--- config.mk ---
export PLATFORM = sky130hd
export DESIGN_NAME = ifetch_prefetch_flat
export DESIGN_NICKNAME = d
export VERILOG_FILES = /design/src/rtl/ifetch_pkg.sv /design/src/rtl/ifetch_prefetch_if.sv /design/src/rtl/ifetch_fifo.sv /design/src/rtl/ifetch_prefetch.sv /design/src/flat_wrapper.sv
export SDC_FILE = /design/constraint.sdc
export NUM_CORES = 1
export LEC_CHECK = 0
export BUFFER_PORTS_ARGS = -buffer_cell sky130_fd_sc_hd__buf_2
export CORE_MARGIN = 1
export CORE_UTILIZATION = 45
export DETAILED_ROUTE_END_ITERATION = 8
export GPL_ROUTABILITY_DRIVEN = 0
export PLACE_DENSITY = 0.68
export SYNTH_ARGS = -nofsm -noshare
export SYNTH_HDL_FRONTEND = slang
export SYNTH_HIERARCHICAL = 1
export SYNTH_SLANG_ARGS = --single-unit
--- constraint.sdc ---
create_clock -name clock -period 10.1 [get_ports clock]
set_input_delay 0.505 -clock clock [delete_from_list [all_inputs] [get_ports clock]]
set_output_delay 0.505 -clock clock [all_outputs]
set_load 0.05 [all_outputs]
--- src/rtl/ifetch_pkg.sv ---
// Shared definitions for the instruction-fetch front end: field constants,
// the prefetch queue entry and the j/jal target helper.
package ifetch_pkg;

   localparam int          INSTR_W     = 32;
   localparam int          JTARGET_LSB = 0;
   localparam int          JTARGET_W   = 26;
   localparam logic [31:0] PC_INC      = 32'd4;

   typedef struct packed {
      logic [INSTR_W-1:0] instr;
      logic [31:0]        pc;
   } fetch_entry_t;

   // Pseudo-direct jump: keep the PC's top nibble, splice in the word index.
   function automatic logic [31:0] jump_target(input logic [31:0]        pc,
                                               input logic [INSTR_W-1:0] instr);
      return {pc[31:28], instr[JTARGET_LSB +: JTARGET_W], 2'b00};
   endfunction

endpackage

--- src/rtl/ifetch_prefetch_if.sv ---
// Bus bundle between the fetch unit (master) and its ROM/decode environment (slave).
interface ifetch_prefetch_if #(
   parameter int ADDR_W = 14
);
   import ifetch_pkg::*;

   logic               imem_en;
   logic [ADDR_W-1:0]  imem_addr;
   logic [INSTR_W-1:0] imem_data;
   logic               out_valid;
   logic               out_ready;
   logic [INSTR_W-1:0] out_instr;
   logic [31:0]        out_pc;
   logic [31:0]        branch_base_addr;
   logic [31:0]        link_addr;
   logic [31:0]        addr_result;
   logic [31:0]        read_data_1;
   logic               branch;
   logic               nbranch;
   logic               jmp;
   logic               jal;
   logic               jr;
   logic               zero;

   modport master (
      output imem_en, imem_addr, out_valid, out_instr, out_pc,
             branch_base_addr, link_addr,
      input  imem_data, out_ready, addr_result, read_data_1,
             branch, nbranch, jmp, jal, jr, zero
   );

   modport slave (
      input  imem_en, imem_addr, out_valid, out_instr, out_pc,
             branch_base_addr, link_addr,
      output imem_data, out_ready, addr_result, read_data_1,
             branch, nbranch, jmp, jal, jr, zero
   );

endinterface

--- src/rtl/ifetch_fifo.sv ---
// DEPTH-entry prefetch queue of {instr, pc}; flush wins over push/pop.
module ifetch_fifo
   import ifetch_pkg::*;
#(
   parameter  int DEPTH = 4,
   localparam int PTR_W = $clog2(DEPTH),
   localparam int CNT_W = PTR_W + 1
) (
   input  logic             clock,
   input  logic             reset,
   input  logic             i_push,
   input  logic             i_pop,
   input  logic             i_flush,
   input  fetch_entry_t     i_data,
   output fetch_entry_t     o_head,
   output logic [CNT_W-1:0] o_count
);

   fetch_entry_t     r_mem [DEPTH];
   logic [PTR_W-1:0] r_wr_ptr;
   logic [PTR_W-1:0] r_rd_ptr;
   logic [CNT_W-1:0] r_count;
   logic             w_push;
   logic             w_pop;

   assign w_pop  = i_pop && (r_count != {CNT_W{1'b0}});
   assign w_push = i_push && ((r_count != CNT_W'(DEPTH)) || w_pop);

   always_ff @(posedge clock or posedge reset) begin
      if (reset) begin
         r_wr_ptr <= {PTR_W{1'b0}};
         r_rd_ptr <= {PTR_W{1'b0}};
         r_count  <= {CNT_W{1'b0}};
      end else if (i_flush) begin
         r_wr_ptr <= {PTR_W{1'b0}};
         r_rd_ptr <= {PTR_W{1'b0}};
         r_count  <= {CNT_W{1'b0}};
      end else begin
         if (w_push) r_wr_ptr <= r_wr_ptr + PTR_W'(1);
         if (w_pop)  r_rd_ptr <= r_rd_ptr + PTR_W'(1);
         r_count <= r_count + CNT_W'(w_push) - CNT_W'(w_pop);
      end
   end

   // Storage is cleared on reset so the head reads zero before the first push.
   always_ff @(posedge clock or posedge reset) begin
      if (reset) begin
         for (int i = 0; i < DEPTH; i++) r_mem[i] <= '0;
      end else if (w_push && !i_flush) begin
         r_mem[r_wr_ptr] <= i_data;
      end
   end

   assign o_head  = r_mem[r_rd_ptr];
   assign o_count = r_count;

endmodule

--- src/rtl/ifetch_prefetch.sv ---
// Instruction-fetch front end: sequential ROM requests into a tagged prefetch
// queue, valid/ready hand-off to decode, redirect resolution on the consumed head.
module ifetch_prefetch
   import ifetch_pkg::*;
#(
   parameter int          ADDR_W   = 14,
   parameter int          DEPTH    = 4,
   parameter logic [31:0] RESET_PC = 32'h0000_0000
) (
   input logic                 clock,
   input logic                 reset,
   ifetch_prefetch_if.master   bus
);

   localparam int CNT_W = $clog2(DEPTH) + 1;

   logic [31:0]      r_fpc;
   logic [31:0]      r_issue_pc;
   logic             r_inflight;
   logic [CNT_W-1:0] w_count;
   logic [CNT_W:0]   w_occupancy;
   fetch_entry_t     w_head;
   fetch_entry_t     w_push_data;
   logic             w_valid;
   logic             w_fire;
   logic             w_issue;
   logic             w_push;
   logic             w_redirect;
   logic [31:0]      w_target_raw;
   logic [31:0]      w_target;

   assign w_valid     = (w_count != {CNT_W{1'b0}});
   assign w_fire      = w_valid && bus.out_ready;
   // The outstanding request is counted so the queue can never overflow.
   assign w_occupancy = {1'b0, w_count} + {{CNT_W{1'b0}}, r_inflight};
   assign w_issue     = !reset && !w_redirect && (w_occupancy < (CNT_W+1)'(DEPTH));
   // A response landing in the redirect cycle belongs to the squashed path.
   assign w_push      = r_inflight && !w_redirect;
   assign w_push_data = {bus.imem_data, r_issue_pc};
   assign w_target    = {w_target_raw[31:2], 2'b00};

   always_comb begin
      w_redirect   = 1'b0;
      w_target_raw = 32'h0000_0000;
      if (!w_fire) begin
         w_redirect = 1'b0;
      end else if (bus.jmp || bus.jal) begin
         w_redirect   = 1'b1;
         w_target_raw = jump_target(w_head.pc, w_head.instr);
      end else if ((bus.branch && bus.zero) || (bus.nbranch && !bus.zero)) begin
         w_redirect   = 1'b1;
         w_target_raw = bus.addr_result;
      end else if (bus.jr) begin
         w_redirect   = 1'b1;
         w_target_raw = bus.read_data_1;
      end else begin
         w_redirect = 1'b0;
      end
   end

   always_ff @(posedge clock or posedge reset) begin
      if (reset) begin
         r_fpc      <= RESET_PC;
         r_issue_pc <= 32'h0000_0000;
         r_inflight <= 1'b0;
      end else begin
         r_inflight <= w_issue;
         if (w_redirect) begin
            r_fpc <= w_target;
         end else if (w_issue) begin
            r_fpc      <= r_fpc + PC_INC;
            r_issue_pc <= r_fpc;
         end
      end
   end

   ifetch_fifo #(
      .DEPTH (DEPTH)
   ) u_fifo (
      .clock   (clock),
      .reset   (reset),
      .i_push  (w_push),
      .i_pop   (w_fire),
      .i_flush (w_redirect),
      .i_data  (w_push_data),
      .o_head  (w_head),
      .o_count (w_count)
   );

   assign bus.imem_en          = w_issue;
   assign bus.imem_addr        = r_fpc[ADDR_W+1:2];
   assign bus.out_valid        = w_valid;
   assign bus.out_instr        = w_head.instr;
   assign bus.out_pc           = w_head.pc;
   assign bus.branch_base_addr = w_head.pc + PC_INC;
   assign bus.link_addr        = w_head.pc + PC_INC;

endmodule

--- src/flat_wrapper.sv ---
// flat-port wrapper written by rule: the top's interface ports become plain ports
module ifetch_prefetch_flat import ifetch_pkg::*;
#(
   parameter int          ADDR_W   = 14,
   parameter int          DEPTH    = 4,
   parameter logic [31:0] RESET_PC = 32'h0000_0000
)
  (clock, reset, bus_imem_en, bus_imem_addr, bus_out_valid, bus_out_instr, bus_out_pc, bus_branch_base_addr, bus_link_addr, bus_imem_data, bus_out_ready, bus_addr_result, bus_read_data_1, bus_branch, bus_nbranch, bus_jmp, bus_jal, bus_jr, bus_zero);
  ifetch_prefetch_if #(.ADDR_W(ADDR_W)) bus_i ();
  input logic clock;
  input logic reset;
  output wire logic [$bits(bus_i.imem_en)-1:0] bus_imem_en;
  output wire logic [$bits(bus_i.imem_addr)-1:0] bus_imem_addr;
  output wire logic [$bits(bus_i.out_valid)-1:0] bus_out_valid;
  output wire logic [$bits(bus_i.out_instr)-1:0] bus_out_instr;
  output wire logic [$bits(bus_i.out_pc)-1:0] bus_out_pc;
  output wire logic [$bits(bus_i.branch_base_addr)-1:0] bus_branch_base_addr;
  output wire logic [$bits(bus_i.link_addr)-1:0] bus_link_addr;
  input wire logic [$bits(bus_i.imem_data)-1:0] bus_imem_data;
  input wire logic [$bits(bus_i.out_ready)-1:0] bus_out_ready;
  input wire logic [$bits(bus_i.addr_result)-1:0] bus_addr_result;
  input wire logic [$bits(bus_i.read_data_1)-1:0] bus_read_data_1;
  input wire logic [$bits(bus_i.branch)-1:0] bus_branch;
  input wire logic [$bits(bus_i.nbranch)-1:0] bus_nbranch;
  input wire logic [$bits(bus_i.jmp)-1:0] bus_jmp;
  input wire logic [$bits(bus_i.jal)-1:0] bus_jal;
  input wire logic [$bits(bus_i.jr)-1:0] bus_jr;
  input wire logic [$bits(bus_i.zero)-1:0] bus_zero;
  assign bus_imem_en = bus_i.imem_en;
  assign bus_imem_addr = bus_i.imem_addr;
  assign bus_out_valid = bus_i.out_valid;
  assign bus_out_instr = bus_i.out_instr;
  assign bus_out_pc = bus_i.out_pc;
  assign bus_branch_base_addr = bus_i.branch_base_addr;
  assign bus_link_addr = bus_i.link_addr;
  assign bus_i.imem_data = bus_imem_data;
  assign bus_i.out_ready = bus_out_ready;
  assign bus_i.addr_result = bus_addr_result;
  assign bus_i.read_data_1 = bus_read_data_1;
  assign bus_i.branch = bus_branch;
  assign bus_i.nbranch = bus_nbranch;
  assign bus_i.jmp = bus_jmp;
  assign bus_i.jal = bus_jal;
  assign bus_i.jr = bus_jr;
  assign bus_i.zero = bus_zero;
  ifetch_prefetch #(.ADDR_W(ADDR_W), .DEPTH(DEPTH), .RESET_PC(RESET_PC)) u_core (.clock(clock), .reset(reset), .bus(bus_i));
endmodule
==> out/metrics.csv, run 1 <==
stage,metric,value,unit
run_status,run status,"complete, but fails checks",
run_status,failing checks,design-rule violations,
clocking,hold_buf cts,0,
logic_synthesis,ys flop type,dfrtp_1,
timing,max-slew violations,0,
global_routing,grt total ovfl,0,
place,Port Buf Inserts,244,
global_routing,pin count of the biggest net entering global routing,103,
final_layout,final core utilization,52.5,%
timing,WHS,0.186,ns
place,HPWL after detailed placement,26.5,mm
logic_synthesis,post-synth top area share,49.2,%
routing,Initial DRT Pass Iterations,8,
routing,Antenna Violating Nets Remaining,0,
logic_synthesis,most frequent cell after synthesis,dfrtp_1,
logic_synthesis,Post-synth EDFFs,0,
setup_path,Required @ worst endpoint,9.60,ns
logic_synthesis,mapped cell area,16500,µm²
clocking,# Post-CTS Setup Buffers,0,
logic_synthesis,sequential area share after synthesis,49.2,%
floorplan,core footprint,35800,µm²
clocking,post_cts resized,0,
logic_synthesis,Syn Area/Cell,14.2,µm²
timing,worst slew pin tran,1.10,ns
global_routing,vias in the first global route,10700,
power_and_ir_drop,Power Internal,3.78,mW
floorplan,# rows,69,
floorplan,IO Pins,249,
routing,Post-Route WL,39.4,mm
global_routing,first-pass GRT wire length,63.0,mm
clocking,worst-case clock buffer depth,3,
timing,RSZ-0062 raised after global routing,false,
floorplan,Die Area,37400,µm²
clocking,Clock H-tree levels,2,
logic_synthesis,leading area contributor after synthesis,dfrtp_1,
hold_path,Hold Path Class,in -> async,
power_and_ir_drop,PwrDens,373,nW/µm²
timing,count of final setup violators,0,
clocking,clk sinks,324,
power_and_ir_drop,Psw,3.24,mW
routing,Wirelength per Cell,21.5,µm
setup_path,critical path capture point type,output port,
power_and_ir_drop,Seq pwr share,31.8,%
clocking,Clock Tree Root,clkbuf_16,
power_and_ir_drop,maximum VDD drop,0.222,mV
final_layout,Area Overhead vs Synth,14.2,%
logic_synthesis,Synth cell types,58,
setup_path,CP max stage delay,0.84,ns
routing,via/cell ratio,5.60,
power_and_ir_drop,clock network fraction of total power,18.5,%
final_layout,layout cells sized above 1,49.5,%
logic_synthesis,Cells after Synth,1159,
timing,fmax,206,MHz
timing,Final Cycle Share,48.0,%
clocking,CTS tree,built,
power_and_ir_drop,Leak,8.65,nW
floorplan,DIE HEIGHT,193,µm
global_routing,initial antenna violation count,2,
floorplan,Die Span X,193,µm
timing,min cycle time layout,4.85,ns
setup_path,kind of critical path,reg -> out,
floorplan,Initial Util,46.0,%
routing,Vias,10300,
logic_synthesis,Async SR Flop Fraction,100,%
setup_path,CP Max Fanout,36,
routing,1st-iter DRT viols,613,
power_and_ir_drop,power share of the combinational group,49.7,%
power_and_ir_drop,Switching Share,46.1,%
setup_path,Setup crit start kind,flop,
clocking,"Reg clk slew, reported paths",0.06,ns
logic_synthesis,Post-synth top cells,"324 x dfrtp_1, 155 x mux2_2, 120 x mux2_4",
logic_synthesis,Synth area leaders,"dfrtp_1 49%, mux2_4 11%, mux2_2 11%",
setup_path,critical path arrival,4.35,ns
clocking,clk_lat worst skew,0.51,ns
logic_synthesis,"FF+latch count, synth",324,
timing,final hold viol count,0,
clocking,total CTS buffers,36,
routing,DRC Markers,12,
final_layout,nets,1464,
job,max-cap violations,0,
timing,Layout Skew,0.0149,ns
global_routing,global-route usage over all layers,21.6,%
final_layout,# diodes,0,
setup_path,worst-path cell chain,buf_4 > mux4_2 > nand3_1 > or3_1 > and3b_1 > nand4_1 > xnor2_1 > buf_2,
timing,max_slew headroom,26.6,%
timing,setup_tns,0,ns
logic_synthesis,Yosys Warn Count,6,
setup_path,slowest cell on the critical path,dfrtp_4,
per-layer routing:
metal / track usage, % / routed length [µm] / vias up
met2: 34.6 / 18500 / 294
met5: 0 / 27 / -
met4: 4.98 / 704 / 4
met3: 4.43 / 2210 / 49
li1: - / - / 4577
met1: 30.2 / 18000 / 5365
registers in the layout, indices dropped and copies added, names as in the netlist:
signal and count:
u_core/r_inflight 1, u_core/r_fpc 30, u_core/u_fifo/r_rd_ptr 2, u_core/u_fifo/o_count 3, u_core/r_issue_pc 30, u_core/u_fifo/r_mem 256
u_core/u_fifo/r_wr_ptr 2
area by class of cell:
type | count | area, µm²
Timing Repair Buffer | 260 | 1340
Sequential cell | 324 | 8120
Clock buffer | 53 | 1110
Clock inverter | 10 | 80.1
Multi-Input combinational cell | 715 | 7530
Fill cell | 3017 | 17000
Inverter | 13 | 56.3
Tap cell | 461 | 577
cells in the final DEF (no fill, tap or decap), types with 3 or more instances in the layout:
master | netlist | routed
dfrtp_1 | 324 | 322
buf_2 | 22 | 244
mux2_2 | 155 | 155
mux2_4 | 120 | 120
nand3_1 | 79 | 79
mux4_2 | 64 | 64
nand2_1 | 53 | 53
clkbuf_16 | 0 | 37
xnor2_1 | 29 | 29
o211ai_1 | 29 | 29
xor2_1 | 27 | 27
o21ai_1 | 25 | 25
nand4_1 | 18 | 18
buf_4 | 48 | 16
nor2_1 | 15 | 14
mux2_1 | 13 | 13
clkbuf_8 | 0 | 12
inv_1 | 12 | 10
and3_1 | 9 | 9
and4_1 | 8 | 8
ha_1 | 8 | 8
conb_1 | 1 | 8
clkinv_2 | 0 | 7
nor3_1 | 6 | 6
clkbuf_1 | 22 | 4
mux2i_1 | 4 | 3
and2_1 | 3 | 3
o21ai_0 | 3 | 3
nand2b_1 | 3 | 3
worst paths after layout:
| path | startpoint | endpoint | slack [ns] | cells after the start |
|---|---|---|---|---|
| worst min-delay path | reset | u_core/u_fifo/r_mem[192]$_DFFE_PP0P_ | 0.19 | 2 |
| max in group asynchronous | reset | u_core/u_fifo/r_rd_ptr[1]$_DFFE_PP0P_ | 8.25 | 3 |
| worst max register to register | u_core/u_fifo/o_count[1]$_DFF_PP0_ | u_core/u_fifo/r_mem[62]$_DFFE_PP0P_ | 7.00 | 6 |
| min in group clock | bus_imem_data[29] | u_core/u_fifo/r_mem[125]$_DFFE_PP0P_ | 0.27 | 2 |
| worst min register to register | u_core/u_fifo/r_mem[125]$_DFFE_PP0P_ | u_core/u_fifo/r_mem[125]$_DFFE_PP0P_ | 0.49 | 1 |
| worst max-delay path | u_core/u_fifo/r_rd_ptr[0]$_DFFE_PP0P_ | bus_branch_base_addr[31] | 5.25 | 8 |
cell families (layout without fill, tap and decap cells):
family                   count (synthesis)  count (layout)  share of synthesized area (%)
other                                    1               8                         0.0228
multiplexers                           356             356                           31.4
flip-flops                             324             324                           49.2
AO/OA/AOI/OAI                           72              72                           3.03
adder cells (fa/ha/maj)                  9               9                          0.729
buffers and inverters                  127             336                           5.43
AND/OR/NAND/NOR                        214             214                           7.14
XOR/XNOR                                56              56                           2.98
metrics by stage:
step	worst slack [ns]	power (mW)	instances	area, µm²
floorplan	2.35	5.07	1166	16500
global placement	5.67	5.68	1773	17600
detailed placement	5.67	5.75	1773	17600
CTS	5.12	7.07	1836	18800
global route	4.93	7.35	1836	18800
finish	5.25	7.02	1836	18800
power groups by stage:
stage / clock network [mW] / logic [mW] / registers, mW
2_1_floorplan: 0 / 3.03 / 2.04
3_3_place_gp: 0 / 3.46 / 2.22
3_5_place_dp: 0 / 3.51 / 2.25
4_1_cts: 1.33 / 3.52 / 2.23
5_1_grt: 1.37 / 3.67 / 2.31
6_report: 1.30 / 3.49 / 2.24
critical path: cells and delay by family, from the launching register on:
kind / cells / cell delay [ns]
xor gates and xnor gates: 1 / 0.32
buffers and inverters: 2 / 0.98
DFF: 1 / 0.84
muxes: 1 / 0.43
and+or+nand+nor: 4 / 1.19
No activity file was read; power rests on OpenSTA's default activity.
==> run 2, diff against run 1 <==
Settings changed: PLACE_DENSITY 0.68 to 0.71.
Clock period 10.1 ns to 3.95 ns, I/O delays scaled along.
==> out/metrics.csv, run 2 (same netlist as run 1, synthesis figures left out) <==
stage,metric,value,unit,change
final_layout,Largest regs,"u_core/u_fifo/r_mem (256), u_core/r_fpc (30), u_core/r_issue_pc (30)",,
floorplan,IO Pins,249,,unchanged
place,HPWL after detailed placement,27.0,mm,+2.0%
final_layout,"commonest non-fill, non-tap cell in the layout",dfrtp_1,,
power_and_ir_drop,Switching Share,45.6,%,-0.49 points
final_layout,number of flip-flops under the largest register name,256,,unchanged
global_routing,GR Util met2,34.9,%,+0.34 points
setup_path,kind of critical path,reg -> out,,
power_and_ir_drop,Power Internal,9.92,mW,+160%
power_and_ir_drop,Psw,8.33,mW,+160%
routing,Wirelength per Cell,21.2,µm,-1.2%
global_routing,M1 GR Usage,30.6,%,+0.42 points
run_status,run status,"complete, but fails checks",,
timing,worst slew pin tran,1.06,ns,-0.0381 ns
global_routing,global-route usage over all layers,21.7,%,+0.19 points
timing,max_slew headroom,28.9,%,+2.4 points
global_routing,vias in the first global route,10900,,+1.9%
floorplan,Die Span X,193,µm,unchanged
place,Setup WS pre-CTS,0.741,ns,-4.93 ns
timing,RSZ-0062 raised after global routing,false,,
global_routing,busiest grt layer,met2,,
setup_path,slowest cell on the critical path,dfrtp_4,,
power_and_ir_drop,clock network fraction of total power,19.4,%,+0.9 points
setup_path,CP max stage delay,0.68,ns,-0.16 ns
clocking,Clock Tree Root,clkbuf_16,,
global_routing,pin count of the biggest net entering global routing,126,,+22%
routing,Initial DRT Pass Iterations,9,,+1
setup_path,critical path capture point type,output port,,
power_and_ir_drop,PwrDens,944,nW/µm²,+150%
global_routing,grt total ovfl,0,,unchanged
timing,final hold viol count,0,,unchanged
power_and_ir_drop,power share of the combinational group,49.4,%,-0.3 points
timing,fmax,275,MHz,
timing,final worst slack,0.312,ns,-4.94 ns
job,max-cap violations,0,,unchanged
timing,min cycle time layout,3.64,ns,
place,Port Buf Inserts,244,,unchanged
floorplan,core footprint,35800,µm²,unchanged
final_layout,nets,1504,,+2.7%
floorplan,# rows,69,,unchanged
timing,Layout Skew,0.0173,ns,+0.00238 ns
timing,setup_tns,0,ns,unchanged
power_and_ir_drop,Seq pwr share,31.2,%,-0.6 points
floorplan,Initial Util,46.0,%,unchanged
clocking,total CTS buffers,37,,+2.8%
routing,1st-iter DRT viols,667,,+8.8%
final_layout,# diodes,0,,unchanged
routing,via/cell ratio,5.56,,-0.82%
final_layout,layout cells sized above 1,48.6,%,-0.87 points
clocking,clk_lat worst skew,0.52,ns,about the same
hold_path,Hold Path Class,in -> reg,,
routing,Vias,10400,,+1.4%
clocking,Clock H-tree levels,2,,unchanged
setup_path,worst-path cell chain,mux4_2 > and4_1 > and3_1 > nand3_1 > nor3_1 > xor2_1 > buf_2,,
clocking,post_cts resized,0,,unchanged
clocking,"Reg clk slew, reported paths",0.06,ns,about the same
final_layout,Fillers,2966,,-1.7%
final_layout,Area Overhead vs Synth,17.4,%,
final_layout,register area,8120,µm²,unchanged
floorplan,DIE HEIGHT,193,µm,unchanged
setup_path,critical path arrival,3.44,ns,-0.91 ns
setup_path,CP top delay family,simple AND/OR/NAND/NOR gates,,
setup_path,Required @ worst endpoint,3.75,ns,-5.85 ns
global_routing,first-pass GRT wire length,63.7,mm,+1.2%
floorplan,Die Area,37400,µm²,unchanged
setup_path,CP Max Fanout,23,,-36%
run_status,failing checks,design-rule violations,,
timing,Final Cycle Share,92.1,%,
global_routing,initial antenna violation count,2,,unchanged
setup_path,Crit path buffers/inverters,1,,-1
routing,Post-Route WL,39.9,mm,+1.0%
clocking,worst-case clock buffer depth,3,,unchanged
final_layout,most frequent cells in the layout,"322 x dfrtp_1, 244 x buf_2, 155 x mux2_2, 120 x mux2_4, 79 x nand3_1",,
global_routing,GR Util met3,4.27,%,-0.16 points
power_and_ir_drop,Leak,8.86,nW,+2.5%
routing,Antenna Violating Nets Remaining,0,,unchanged
final_layout,footprint of the multi-input gates,7530,µm²,unchanged
clocking,CTS tree,built,,
timing,WHS,0.107,ns,-0.0800 ns
clocking,clk sinks,324,,unchanged
setup_path,Setup crit start kind,flop,,
power_and_ir_drop,overall power,18.3,mW,+160%
timing,count of final setup violators,0,,unchanged
routing,DRC Markers,6,,-6
power_and_ir_drop,maximum VDD drop,0.509,mV,+130%
final_layout,Biggest register,u_core/u_fifo/r_mem,,
timing,max-slew violations,0,,unchanged
## run 2: cell types whose count changed in the layout (fill, tap and decap cells not counted)
cell           change
buf_4              +2
bufinv_16          +2
dlygate4sd3_1     +33
clkinv_2           -4
clkbuf_16          +2
clkinv_4           +1
clkinvlp_4         +2
clkbuf_8           -1
inv_6              +1
buf_12             +4
inv_8              -1
## run 2: final timing paths
kind,from,end,slack [ns],cells after the start
hold reg to reg,u_core/u_fifo/r_mem[126]$_DFFE_PP0P_,u_core/u_fifo/r_mem[126]$_DFFE_PP0P_,0.50,1
setup / recovery,u_core/u_fifo/r_rd_ptr[1]$_DFFE_PP0P_,bus_link_addr[30],0.31,7
hold / removal,bus_addr_result[29],u_core/r_fpc[29]$_DFFE_PP0P_,0.11,5
setup reg to reg,u_core/u_fifo/r_rd_ptr[0]$_DFFE_PP0P_,u_core/r_fpc[26]$_DFFE_PP0P_,0.77,7
max in group asynchronous,reset,u_core/r_fpc[24]$_DFFE_PP0P_,2.58,4
min in group asynchronous,reset,u_core/u_fifo/r_rd_ptr[0]$_DFFE_PP0P_,0.52,4
## run 2: layout make-up
type / count / area share [%]
clock buffers: 54 / 5.91
clock inverters: 11 / 0.751
inverters: 13 / 0.272
multi-input cells: 715 / 39.0
flip-flops and latches: 324 / 42.0
well taps: 461 / 2.98
repair buffers: 299 / 9.14
## run 2: repair_timing
action	CTS	global route
hold endpoints to repair	167	0
hold buffers	33	0
endpoints found under the setup margin	0	0
setup buffers	0	0
## run 2: metrics by stage
step	area (µm²)	cells	utilization, %
2_1_floorplan	16500	1166	-
3_3_place_gp	17700	1779	49.4
3_5_place_dp	17700	1779	49.4
4_1_cts	19300	1877	53.9
5_1_grt	19300	1877	53.9
6_report	19300	1877	53.9
## run 2: power groups by stage
stage / sequential, mW / combinational (mW) / clock, mW
after global placement: 5.65 / 8.93 / 0
after floorplan: 5.22 / 7.75 / 0
after CTS: 5.69 / 9.09 / 3.63
after detailed placement: 5.73 / 9.04 / 0
final: 5.69 / 9.02 / 3.54
after global routing: 5.88 / 9.47 / 3.77
## run 2: layer usage
metal  share of wire, %  up-vias
met5              0.033        -
met4                1.5        2
met3                5.6       41
met2                 47      324
met1                 45     5400
li1                   -     4666
## run 2: worst reg2reg max path, stage by stage, from the launching register on
cell and delay (ns):
dfrtp_4 0.77, buf_4 0.40, buf_4 0.55, mux4_2 0.60, o21ai_0 0.18, a21o_1 0.16
a22oi_1 0.08, o2bb2a_1 0.31
